`src/rtl/regfile.sv`:
```
// 32-entry RV32I integer register file: one write port, zero-latency read ports with write-through bypass.
// Optional REGFILE_DEBUG_PORT_EN adds an always-enabled debug read port and a committed-write counter.
module regfile #(
  parameter int DATA_W   = 32,
  parameter int ADDR_W   = 5,
  parameter int NUM_REGS = 32
) (
  input  logic              clk,
  input  logic              arst_n,
  input  logic              reg_wena_i,
  input  logic [ADDR_W-1:0] reg_waddr_i,
  input  logic [DATA_W-1:0] reg_wdata_i,
  input  logic              rs1_rena_i,
  input  logic [ADDR_W-1:0] rs1_raddr_i,
  output logic [DATA_W-1:0] rs1_rdata_o,
  input  logic              rs2_rena_i,
  input  logic [ADDR_W-1:0] rs2_raddr_i,
`ifdef REGFILE_DEBUG_PORT_EN
  output logic [DATA_W-1:0] rs2_rdata_o,
  input  logic [ADDR_W-1:0] dbg_raddr_i,
  output logic [DATA_W-1:0] dbg_rdata_o,
  output logic [31:0]       dbg_wcnt_o
`else
  output logic [DATA_W-1:0] rs2_rdata_o
`endif
);

`ifdef REGFILE_DEBUG_PORT_EN
  localparam int NUM_RD = 3;
`else
  localparam int NUM_RD = 2;
`endif

  logic [DATA_W-1:0] regs_reg   [1:NUM_REGS-1];
  logic [DATA_W-1:0] entry_view [NUM_REGS];
  logic [NUM_REGS-1:1] wsel;

  logic              rd_en   [NUM_RD];
  logic [ADDR_W-1:0] rd_addr [NUM_RD];
  logic [DATA_W-1:0] rd_data [NUM_RD];

  // x0 has no flop; it is a hard-wired zero in the read view.
  assign entry_view[0] = '0;

  genvar gi;
  generate
    for (gi = 1; gi < NUM_REGS; gi++) begin : g_entry
      assign wsel[gi]       = reg_wena_i && (reg_waddr_i == ADDR_W'(gi));
      assign entry_view[gi] = regs_reg[gi];
    end
  endgenerate

  always_ff @(posedge clk or negedge arst_n) begin
    if (!arst_n) begin
      for (int i = 1; i < NUM_REGS; i++) regs_reg[i] <= '0;
    end else begin
      for (int i = 1; i < NUM_REGS; i++) begin
        if (wsel[i]) regs_reg[i] <= reg_wdata_i;
      end
    end
  end

  assign rd_en[0]   = rs1_rena_i;
  assign rd_addr[0] = rs1_raddr_i;
  assign rd_en[1]   = rs2_rena_i;
  assign rd_addr[1] = rs2_raddr_i;

  // Priority: reset, enable, x0, same-cycle bypass, stored value.
  generate
    for (gi = 0; gi < NUM_RD; gi++) begin : g_rd
      assign rd_data[gi] =
          (!arst_n || !rd_en[gi] || (rd_addr[gi] == '0)) ? '0 :
          (reg_wena_i && (rd_addr[gi] == reg_waddr_i))   ? reg_wdata_i :
                                                           entry_view[rd_addr[gi]];
    end
  endgenerate

  assign rs1_rdata_o = rd_data[0];
  assign rs2_rdata_o = rd_data[1];

`ifdef REGFILE_DEBUG_PORT_EN
  logic [31:0] wcnt_reg;

  assign rd_en[2]    = 1'b1;
  assign rd_addr[2]  = dbg_raddr_i;
  assign dbg_rdata_o = rd_data[2];
  assign dbg_wcnt_o  = wcnt_reg;

  // Counts only writes that reach storage; wraps naturally at 2**32.
  always_ff @(posedge clk or negedge arst_n) begin
    if (!arst_n) begin
      wcnt_reg <= '0;
    end else if (reg_wena_i && (reg_waddr_i != '0)) begin
      wcnt_reg <= wcnt_reg + 32'd1;
    end
  end
`endif

endmodule

```
`config.mk`:
```
export PLATFORM = sky130hd
export DESIGN_NAME = regfile
export DESIGN_NICKNAME = d
export VERILOG_FILES = /design/src/rtl/regfile.sv
export SDC_FILE = /design/constraint.sdc
export NUM_CORES = 2
export LEC_CHECK = 0
export CELL_PAD_IN_SITES_DETAIL_PLACEMENT = 1
export CELL_PAD_IN_SITES_GLOBAL_PLACEMENT = 1
export CORE_ASPECT_RATIO = 0.8
export CORE_UTILIZATION = 48
export DETAILED_ROUTE_END_ITERATION = 10
export PLACE_DENSITY = 0.85
export SLEW_MARGIN = 0
export SYNTH_ARGS = -nofsm -noshare
export SYNTH_HDL_FRONTEND = slang
export SYNTH_SLANG_ARGS = --single-unit
```
`constraint.sdc`:
```
create_clock -name clk -period 3.26 [get_ports clk]
set_clock_uncertainty 0.1 [all_clocks]
set_input_delay 0.815 -clock clk [delete_from_list [all_inputs] [get_ports clk]]
set_output_delay 0.815 -clock clk [all_outputs]
set_load 0.05 [all_outputs]
```
==> metrics.yaml <==
power:
  leakage_nw: 31.1
  power.density_mw_per_mm2: 594
  p_total_mw: 43.1
  ir_drop_v: 0.000583
floorplan:
  io_pins: 116
  rows: 109
  dieArea_mm2: 0.114
  die_w_um: 377
  fp.dieH_um: 302
  core_mm2: 0.111
  initial_core_util_pct: 48.7
sta:
  slew-limit-headroom_pct: 12.6
  final-setup-viol-count: 64
  setup_slack_ns: -1.37
  min_period_ns: 4.63
  rsz0062_at_grt: "yes"
  fin_crit_sh_pct: 142
  tightest_slew_ns: 1.31
  finalMaxSlewViolations: 0
  finalHoldViolCount: 0
  max_freq_ghz: 0.216
final_layout:
  drive_above_1_share_pct: 68.0
  largest_reg_flops: 992
  area_growth_pct: 34.1
  fin_nets: 4422
  post-route-util_pct: 65.3
global_routing:
  grt_pass1_vias: 51600
  grt_usage_pct: 53.1
  gr-usage-met2_pct: 74.3
  grtUsageMet1_pct: 57.7
  gr-total-overflow: 0
  use_met3_pct: 28.7
  top_usage_layer: "met2"
  grt_pass1_wl_um: 419000
  grt_antenna_before_repair: 40
  grt_max_degree: 171
synth:
  ys_ff_latch: 992
  yosys_most_used_dff: "dfrtp_1"
  syn_avg_cell_area_um2: 14.4
  yosysSeqAreaShare_pct: 45.9
  synthCells: 3762
  ys.warnings.count: 0
  async_flop_share_pct: 100
  synth.cell_area_mm2: 0.0541
  synth_fp_nets: 3814
  synth_edf_count: 0
  synth.distinct_cells: 61
setup_path:
  r2r_slack_ns: 1.73
  arrival_ns: 3.71
  crit_required_ns: 2.34
  crit_fanout: 4
  crit_path_end_kind: "output pin"
  r2r_cells: 1
  criticalPathCategory: "input port to output pin"
  startpoint_type: "input port"
flow_run:
  drv_cap: 0
drt:
  drt-pass1-iter-count: 9
  vias_per_cell: 8.65
  routedWlPerCell_um: 57.1
  first_iter_violations: 9467
  drc: 0
  route.vias.total: 51800
  postRouteAntennaNets: 0
  wirelength_um: 342000
clock_network:
  ctsRootBufferMaster: "clkbuf_16"
  numCtsBuffers: 100
  htree_levels: 3
  clk_pin_slew_ns: 0.09
  cts_tree: "built"
  cts_sinks: 992
  clock_latency_ns: 0.79
  clk_path_buf_depth: 3
worst_hold_path:
  hp-class: "input port to asynchronous set/reset pin"
placement:
  portBuffers: 115
  hpwl_um: 151000
  gp_congestion: 0.932
status:
  status: "finished with violations"
  violations: "negative setup slack"
## final timing paths
check                                                  from                           to
worst max-delay path                         rs2_raddr_i[2]              rs2_rdata_o[14]
worst min-delay path                                 arst_n  entry_view[129]$_DFFE_PN0P_
worst max register to register  entry_view[609]$_DFFE_PN0P_  entry_view[609]$_DFFE_PN0P_
worst min register to register  entry_view[336]$_DFFE_PN0P_  entry_view[336]$_DFFE_PN0P_
max in group asynchronous                            arst_n  entry_view[729]$_DFFE_PN0P_
min in group clk                entry_view[336]$_DFFE_PN0P_  entry_view[336]$_DFFE_PN0P_
## layout by cell type, fill, tap and decap left out, types with 40 or more instances in the layout
master     Yosys  routed
buf_16         0      40
mux4_2       411     411
o22ai_1       87      40
nor2_1        84      49
buf_6         26      76
mux2i_1       55      42
clkbuf_16      0     106
buf_4         41     465
dfrtp_1      992     991
o22ai_2        0      43
buf_12         2     268
mux2_2      1102    1081
nand2_1       96      42
## cells by family (layout without fill, tap and decap cells)
| kind of cell | after synthesis | in the layout | synth area share [%] |
|---|---|---|---|
| multiplexers | 1589 | 1589 | 41.5 |
| flip-flops | 992 | 992 | 45.9 |
| buffers and inverters | 418 | 1105 | 3.93 |
| AO/OA/AOI/OAI | 409 | 409 | 5.43 |
| AND/OR/NAND/NOR | 344 | 344 | 3.10 |
| XOR/XNOR | 10 | 10 | 0.162 |
| other | 0 | 37 | 0 |
## Yosys cell counts (17+ instances only)
cell,n,area share [%]
a211oi_1,61,0.85
a21oi_1,29,0.27
a221oi_1,47,0.76
a22o_1,25,0.40
a31oi_1,26,0.30
and2_1,17,0.20
buf_1,45,0.31
buf_2,114,1.1
buf_4,41,0.57
buf_6,26,0.54
clkbuf_1,182,1.3
dfrtp_1,992,46
mux2_1,21,0.44
mux2_2,1102,23
mux2i_1,55,1.0
mux4_2,411,17
nand2_1,96,0.67
nor2_1,84,0.58
nor2b_1,21,0.24
nor3_1,50,0.46
o21ai_0,34,0.31
o22ai_1,87,1.0
o41ai_1,25,0.40
or3_1,24,0.28
## critical path, cell delays in order
cell      delay [ns]
buf_12          0.12
buf_8           0.14
buf_12          0.13
buf_4           0.18
buf_4           0.17
mux4_2          0.30
mux2_4          0.30
o211ai_1        1.02
o21ai_4         0.27
buf_12          0.24
## stage by stage
stage	hold WS, ns	setup slack (ns)	instances	instance area, um^2	setup TNS (ns)
floorplan	0.370	-0.214	3762	55600	-8.89
global route	0.175	-1.23	5950	72500	-42.62
detailed placement	0.412	-1.06	5563	63700	-60.28
CTS	0.162	-0.500	5873	70700	-25.06
finish	0.154	-1.37	5984	72600	-41.77
global placement	0.386	-0.939	5563	63700	-54.15
## what timing repair did
action | in CTS | in global routing
setup endpoints to repair | 64 | 64
pin swaps | 132 | 123
setup buffers | 118 | 88
hold buffers | 0 | 0
cloned | 25 | 4
gates resized for setup | 470 | 250
## power breakdown
part	switching (mW)	total [mW]	internal (mW)	leakage (nW)
Combinational	6.33	12.2	5.88	16.8
Sequential	3.29	18.0	14.7	12.7
Clock	6.30	12.9	6.61	1.61
Total	15.9	43.1	27.2	31.1
## metal layers
| layer | routed length [um] | part of all wire, % | vias to the layer above |
|---|---|---|---|
| met5 | 1540 | 0.45 | - |
| li1 | - | - | 15800 |
| met1 | 99000 | 29 | 25300 |
| met4 | 45700 | 13 | 57 |
| met2 | 132000 | 39 | 7085 |
| met3 | 63100 | 18 | 3540 |
## layout make-up
class | instances | area (um^2)
Inverter | 4 | 22.5
Tap cell | 1498 | 1870
Multi-Input combinational cell | 2352 | 30800
Clock buffer | 155 | 3010
Antenna cell | 37 | 92.6
Sequential cell | 992 | 24800
Fill cell | 9509 | 38600
Timing Repair Buffer | 920 | 11700
Clock inverter | 26 | 251
(Power assumes the default switching activity.)
